<file path="src/rtl/regfile_mp.sv">
// Multi-port register file with two write ports, NRD bypassed read ports,
// a per-register busy scoreboard and a zeroing sweep after every reset.
module regfile_mp #(
    parameter int DATA_W = 32,
    parameter int ADDR_W = 5,
    parameter int NRD    = 2
) (
    input  logic                  clk,
    input  logic                  rst,
    input  logic                  we0,
    input  logic [ADDR_W-1:0]     waddr0,
    input  logic [DATA_W-1:0]     wdata0,
    input  logic                  we1,
    input  logic [ADDR_W-1:0]     waddr1,
    input  logic [DATA_W-1:0]     wdata1,
    input  logic [NRD-1:0]        re,
    input  logic [NRD*ADDR_W-1:0] raddr,
    output logic [NRD*DATA_W-1:0] rdata,
    output logic [NRD-1:0]        rbusy,
    input  logic                  set_en,
    input  logic [ADDR_W-1:0]     set_addr,
    input  logic                  flush,
    output logic                  ready
);

    localparam int DEPTH = 2 ** ADDR_W;

    typedef enum logic {
        ST_INIT,
        ST_RUN
    } state_t;

    state_t              r_state;
    logic [ADDR_W-1:0]   r_sweepCnt;
    logic                r_ready;
    logic [DATA_W-1:0]   r_regs [DEPTH];
    logic [DEPTH-1:0]    r_busy;

    logic                w_we0Ok;
    logic                w_we1Ok;
    logic [DEPTH-1:0]    w_busyNext;

    // Writes are only honoured once the sweep is done; x0 is hardwired to zero.
    assign w_we0Ok = r_ready && we0 && (waddr0 != '0);
    assign w_we1Ok = r_ready && we1 && (waddr1 != '0);
    assign ready   = r_ready;

    always_ff @(posedge clk or negedge rst) begin
        if (!rst) begin
            r_state    <= ST_INIT;
            r_sweepCnt <= '0;
            r_ready    <= 1'b0;
        end else begin
            case (r_state)
                ST_INIT: begin
                    r_sweepCnt <= r_sweepCnt + 1'b1;
                    if (r_sweepCnt == {ADDR_W{1'b1}}) begin
                        r_state <= ST_RUN;
                        r_ready <= 1'b1;
                    end
                end
                ST_RUN: begin
                    r_ready <= 1'b1;
                end
                default: begin
                    r_state <= ST_INIT;
                    r_ready <= 1'b0;
                end
            endcase
        end
    end

    // Storage has no reset; the sweep zeroes it. Port 1 is written last so it wins a collision.
    always_ff @(posedge clk) begin
        if (r_state == ST_INIT) begin
            r_regs[r_sweepCnt] <= '0;
        end else begin
            if (w_we0Ok) begin
                r_regs[waddr0] <= wdata0;
            end
            if (w_we1Ok) begin
                r_regs[waddr1] <= wdata1;
            end
        end
    end

    // Flush first, then retire completed writes, then a new reservation overrides both.
    always_comb begin
        w_busyNext = r_busy;
        if (r_ready) begin
            if (flush) begin
                w_busyNext = '0;
            end
            if (w_we0Ok) begin
                w_busyNext[waddr0] = 1'b0;
            end
            if (w_we1Ok) begin
                w_busyNext[waddr1] = 1'b0;
            end
            if (set_en) begin
                w_busyNext[set_addr] = 1'b1;
            end
        end
        w_busyNext[0] = 1'b0;
    end

    always_ff @(posedge clk or negedge rst) begin
        if (!rst) begin
            r_busy <= '0;
        end else begin
            r_busy <= w_busyNext;
        end
    end

    for (genvar g = 0; g < NRD; g++) begin : g_rd
        logic [ADDR_W-1:0] w_raddr;
        logic              w_rdEn;
        logic              w_hit0;
        logic              w_hit1;

        assign w_raddr = raddr[g*ADDR_W +: ADDR_W];
        assign w_rdEn  = r_ready && re[g] && (w_raddr != '0);
        assign w_hit0  = w_we0Ok && (waddr0 == w_raddr);
        assign w_hit1  = w_we1Ok && (waddr1 == w_raddr);

        assign rdata[g*DATA_W +: DATA_W] = !w_rdEn ? '0     :
                                           w_hit1  ? wdata1 :
                                           w_hit0  ? wdata0 :
                                                     r_regs[w_raddr];
        // An operand being written this cycle is forwarded, so it is never pending.
        assign rbusy[g] = w_rdEn && r_busy[w_raddr] && !w_hit0 && !w_hit1;
    end

endmodule

</file>
<file path="config.mk">
export PLATFORM = sky130hd
export DESIGN_NAME = regfile_mp
export DESIGN_NICKNAME = d
export VERILOG_FILES = /design/src/rtl/regfile_mp.sv
export SDC_FILE = /design/constraint.sdc
export NUM_CORES = 2
export LEC_CHECK = 0
export CORE_ASPECT_RATIO = 0.75
export CORE_MARGIN = 1
export CORE_UTILIZATION = 45
export DETAILED_ROUTE_END_ITERATION = 6
export PLACE_DENSITY_LB_ADDON = 0.15
export SYNTH_ARGS = -nofsm -noshare
export SYNTH_HDL_FRONTEND = slang
export SYNTH_SLANG_ARGS = --single-unit
</file>
<file path="constraint.sdc">
create_clock -name clk -period 5.7 [get_ports clk]
set_input_delay 0.57 -clock clk [delete_from_list [all_inputs] [get_ports clk]]
set_output_delay 0.57 -clock clk [all_outputs]
set_load 0.1 [all_outputs]
</file>
# After elaboration in Yosys (flattened, before gate mapping)
# Memories as Yosys holds them, arrays and structs flattened.
# Index checks and enable logic that the tools add are counted.
[word_totals]
mem_count = 1
inputBits = 97
output_inout_bits = 67
ramBits = 1024
wordCells = 93
register_bits = 38
[memory_table]
columns = ["name", "depth", "width", "read_ports", "rd_clocked_by_memory_dff", "wr", "line", "rtl"]
rows = [
  ["r_regs", 32, 32, 2, 0, 2, "36", "logic [DATA_W-1:0] r_regs [DEPTH];"],
]
[classes]
bitwise_logic = 6
reduce_logical = 30
mux = 37
n_lt_le_gt_ge = 8
eq_ne = 6
addsub = 1
[ops]
columns = ["cell", "count"]
rows = [
  ["two-way mux 32 bit", 14],
  ["AND 32 bit", 2],
  ["inverter 32 bit", 2],
  ["OR 32 bit", 1],
  ["OR reduction 32 bit", 1],
  ["< comparator 5 x 6 -> 1 bit (second input constant)", 5],
  ["logical AND 1 bit", 21],
  ["== test 5 bit", 4],
  ["nonzero test 5 bit", 4],
  ["two-way mux 1 bit", 16],
  ["demux 1 bit (select 5 bit)", 3],
  [">= comparator 5 x 1 -> 1 bit (second input constant)", 3],
  ["binary-select mux 1 bit (select 5 bit)", 2],
  ["adder 5 x 1 -> 5 bit (second input constant)", 1],
  ["== test 5 bit (second input constant)", 1],
  ["two-way mux 5 bit", 1],
  ["logical NOT 1 bit", 4],
  ["inequality test 2 bit (second input constant)", 1],
  ["case mux 1 bit (2 select lines)", 1],
  ["inverter 1 bit", 1],
]

# Depth between registers and ports, before layout
[depth]
depth_word = 13
ltp_mapped = 10
mapped_depth_nobuf = 6

# Worst setup path after synthesis
# No wires, ideal clock.
[synth_path]
path_kind = "flip-flop to flip-flop"
from = "reg r_ready (netlist: ready)"
to = "mem r_regs[24][0] (enable)"
setup_time_ns = 0.466
period_less_slack_ns = 4.889
path_slack_ns = 0.811
stages_incl_launch_ff = 7
arrival_time_ns = 4.423
path_cell_list = "dfrtp_1 nand2_2 a211oi_2 buf_4 buf_6 mux2_2 o21ai_0"
[synth_lines]
columns = ["item", "line", "rtl"]
rows = [
  ["start, declared", "35", "logic r_ready;"],
  ["start signal, assigned", "52", "r_ready <= 1'b0;"],
  ["start signal, assigned", "59", "r_ready <= 1'b1;"],
  ["start signal, assigned", "63", "r_ready <= 1'b1;"],
  ["end, declared", "36", ""],
]

# Worst setup path in the final report
[layout_path]
from = "in raddr[8]"
to = "out rdata[39]"
[layout_between]
elab_chain_len = 5
elab_cells_between_ends = 10
classes_between = "eq/ne (2); mux (3); reduce/logical (4); memory (1)"
[layout_rtl]
columns = ["item", "line", "rtl"]
rows = [
  ["start, declared", "17", "input logic [NRD*ADDR_W-1:0] raddr,"],
  ["parallel branches: the longest is 4 deep, another holds memory read (32 x 32 bit)", "-", ""],
  ["two-way mux 32 bit (*)", "126", "assign rdata[g*DATA_W +: DATA_W] = !w_rdEn ? '0 :"],
  ["end, declared", "18", "output logic [NRD*DATA_W-1:0] rdata,"],
]
# Mark *: on every way between the ends.

==> out/summary.json <==
{
  "power_and_ir_drop": {
    "p_sw_share_pct": 27.42,
    "total_power_mw": 18.34,
    "net-switching-power_mw": 5.028,
    "power_per_cell_area_mw_per_mm2": 261.2,
    "internal_power_mw": 13.31,
    "vdd.ir_drop.worst_uv": 238.6,
    "share_seq_of_total_power_pct": 47.1,
    "clock_power_share_pct": 39.4,
    "combPwrFrac_pct": 13.5,
    "leakage_nw": 25.81
  },
  "worst_setup_path": {
    "critical_path.startpoint_type": "input port",
    "worst-endpoint-required_ns": 5.13,
    "crit_path_buffers_inverters": 6,
    "critical_path_arrival_ns": 4.26,
    "worst-path-stages": 11,
    "worstRegToRegCells": 6,
    "critical_path.cell_chain": "clkdlybuf4s50_1 > buf_4 > nand4bb_4 > buf_4 > buf_4 > o22ai_1 > nor4_1 > buf_4 > and3_1 > o21ai_1 > buf_12",
    "cpPeakStageDelay_ns": 0.80,
    "critical_path.reg2reg.startpoint": "ready",
    "path_delay_family": "buffers and inverters",
    "timing.rr.end": "r_regs[4][26]",
    "worst_path_max_delay_cell": "sky130_fd_sc_hd__nand4bb_4",
    "critPathMostFrequentCell": "sky130_fd_sc_hd__buf_4",
    "reg2reg_slack_ns": 1.69,
    "crit_path_max_fanout": 21,
    "worstSetupEndpointType": "primary output",
    "timing.setup.critical_path_class": "input port to primary output"
  },
  "sta": {
    "setup_violations": 0,
    "clock_skew_ns": 0.02681,
    "fin_crit_sh_pct": 84.81,
    "relSlewSlack_pct": 7.852,
    "timing.fmax_ghz": 0.2069,
    "timing.setup.tns_ns": 0,
    "timing_worst_slew_pin_value_ns": 1.377,
    "finalWorstPathRequiredPeriod_ns": 4.834,
    "grt_setup_unrepaired": "false",
    "timing_hold_violations_final": 0,
    "finalMaxSlewViolations": 0
  },
  "status": {
    "outcome": "finished, violations left",
    "violations": "DRC"
  },
  "synthesis": {
    "cell_type_with_the_highest_aggregate_area_in_the_netlist": "sky130_fd_sc_hd__edfxtp_1",
    "number_of_different_library_cells_in_the_post_synthesis_netlist": 67,
    "yosysMostFrequentCell": "sky130_fd_sc_hd__nand2_1",
    "synthCells": 5562,
    "synth_area_leaders": "sky130_fd_sc_hd__edfxtp_1 (49%), sky130_fd_sc_hd__mux2i_1 (10%), sky130_fd_sc_hd__mux4_2 (10%), sky130_fd_sc_hd__o21ai_0 (7.2%), sky130_fd_sc_hd__nand2_1 (6.2%)",
    "edff_count_synth": 1024,
    "synth.cell_area_mm2": 0.06292,
    "synth.yosys.warnings": 0,
    "syn_avg_cell_area_um2": 11.31,
    "syn-num-nets": 5661,
    "synth_sequential_area_ratio_pct": 50.39,
    "synth_async_sr_flop_share_pct": 3.578,
    "yosys_register_bits": 1062,
    "dominantRegCellSynth": "sky130_fd_sc_hd__edfxtp_1",
    "post_synth_most_frequent_cells": "sky130_fd_sc_hd__nand2_1 (1044), sky130_fd_sc_hd__edfxtp_1 (1024), sky130_fd_sc_hd__o21ai_0 (908)",
    "synth_top_cell_area_share_pct": 48.87
  },
  "placed_design": {
    "place_congestion": 0.9355,
    "placed_cells": 7162,
    "buffer_ports.inserted": 163,
    "dp.final_hpwl_mm": 170.9
  },
  "global_routing": {
    "grt_first_pass_wirelength_mm": 376.4,
    "number_of_global_route_vias_before_repair": 47020,
    "grt_antenna_before_repair": 29,
    "grt_max_degree": 98,
    "grt.overflow.total": 0,
    "global_route.usage.total_pct": 38.37
  },
  "floorplan": {
    "floorplan.io_pins": 164,
    "design.core.area_mm2": 0.1383,
    "die_area_mm2": 0.1413,
    "row_count": 118,
    "chipHeight_um": 325.8,
    "floorplan.initialDensity_pct": 45.48,
    "die_w_um": 433.8
  },
  "cells_and_area": {
    "final_core_util_pct": 50.74,
    "instances_no_fill": 7386,
    "drive_gt1_share_pct": 17.85,
    "areaGrowthSynthToFinish_pct": 11.56,
    "final.fill_count": 12030,
    "finish.net_count": 5514
  },
  "worst_hold_path": {
    "hp-start": "r_busy[22]",
    "min_to": "r_busy[22]",
    "hold_class": "register to register",
    "hold-path-cell-count": 2
  },
  "job": {
    "max-cap-violations": 0
  },
  "drt": {
    "drt-initial-drc-count": 9120,
    "antenna_violating_nets_left": 0,
    "detail_route.drc_violations": 8,
    "vias": 51560,
    "via_per_inst": 6.981,
    "routedWlPerCell_um": 37.41,
    "dr.pass1.iters": 7,
    "route.final.wire_length_mm": 276.3
  },
  "clock_tree": {
    "post_cts_resize_count": 0,
    "clkSlewWorstSetupHoldPaths_ns": 0.07,
    "cts-root-to-sink-buffers": 3,
    "clockRootBuffer": "sky130_fd_sc_hd__clkbuf_16",
    "cts_inserted_buffers": 110,
    "cts.sink_count": 1062,
    "htree_levels": 3,
    "cts_tree": "built",
    "clock_latency_ns": 0.74
  }
}
## state kept, by name, summed over array words and instances, names as in the netlist
| register | count |
|---|---|
| r_state | 1 |
| r_busy | 31 |
| r_regs | 1024 |
| ready | 1 |
| r_sweepCnt | 5 |
## area by class of cell
| class | instances | area [um2] | area share (%) |
|---|---|---|---|
| Antenna cell | 20 | 50.05 | 0.07131 |
| Clock buffer | 140 | 2939 | 4.187 |
| Clock inverter | 63 | 471.7 | 0.6721 |
| Inverter | 41 | 153.9 | 0.2193 |
| Multi-Input combinational cell | 3848 | 28890 | 41.15 |
| Sequential cell | 1062 | 31700 | 45.17 |
| Tap cell | 1860 | 2327 | 3.316 |
| Timing Repair Buffer | 352 | 3656 | 5.209 |
## worst reg2reg max path, delay by kind of cell, from the launching register on
kind            cells  cell delay [ns]
compound gates      1             0.55
buf+inv             2             0.88
flops               1             0.71
simple gates        3             1.49
## kinds of logic after synthesis
kind of cell    count (synthesis)  share of synthesized area (%)
mux                          1053                          22.59
compound gates               1434                          12.62
simple gates                 1336                          9.245
flops                        1062                          50.39
xor+xnor                       23                         0.3202
buf+inv                       652                          4.799
fa+ha+maj                       2                        0.03977
## stage by stage
stage / cell area, um2 / setup slack (ns) / hold WS [ns]
after floorplan: 62920 / 0.8114 / 0.2744
after global placement: 66720 / 1.127 / 0.4795
after detailed placement: 66720 / 1.104 / 0.4910
after CTS: 70140 / 1.098 / 0.5084
after global routing: 70180 / 0.8829 / 0.5319
final: 70190 / 0.8657 / 0.5176
## power by group through the flow
| stage | Clock (mW) | Combinational, mW | Sequential (mW) |
|---|---|---|---|
| after floorplan | 0 | 1.55 | 8.80 |
| after global placement | 0 | 2.37 | 8.80 |
| after detailed placement | 0 | 2.40 | 8.80 |
| after CTS | 7.19 | 2.41 | 8.63 |
| after global routing | 7.48 | 2.56 | 8.63 |
| final | 7.23 | 2.48 | 8.63 |
## metal layers
metal	global-route usage (%)	up-vias	wire (um)	part of all wire, %
li1	-	20820	-	-
met3	14.43	797	44190	16
met4	20.48	16	16880	6.1
met2	52.50	4440	112600	41
met1	52.43	25480	102500	37
met5	0.3011	-	159	0.058
## cell usage in the layout, fill, tap and decap left out, types with 113 or more instances in the layout
cell and n:
sky130_fd_sc_hd__o22ai_1 263, sky130_fd_sc_hd__mux2i_1 636, sky130_fd_sc_hd__nand2_1 1015, sky130_fd_sc_hd__buf_4 194, sky130_fd_sc_hd__o21ai_0 891, sky130_fd_sc_hd__mux4_2 280, sky130_fd_sc_hd__edfxtp_1 1024, sky130_fd_sc_hd__o21ai_1 119
sky130_fd_sc_hd__mux2_2 137, sky130_fd_sc_hd__clkbuf_16 113
## worst max path at each step
stage	from	to	slack (ns)
final	raddr[8]	rdata[39]	0.87
after global routing	ready	rdata[21]	0.88
after CTS	raddr[8]	rdata[39]	1.10
after detailed placement	raddr[8]	rdata[39]	1.10
after global placement	waddr0[3]	rdata[21]	1.13
after floorplan	ready	r_regs[24][0]	0.81
## timing repair
item                                   in CTS  in global routing
setup buffers                               0                  0
hold buffers                                1                  0
endpoints found under the hold margin      38                  0
(Power assumes the default switching activity.)
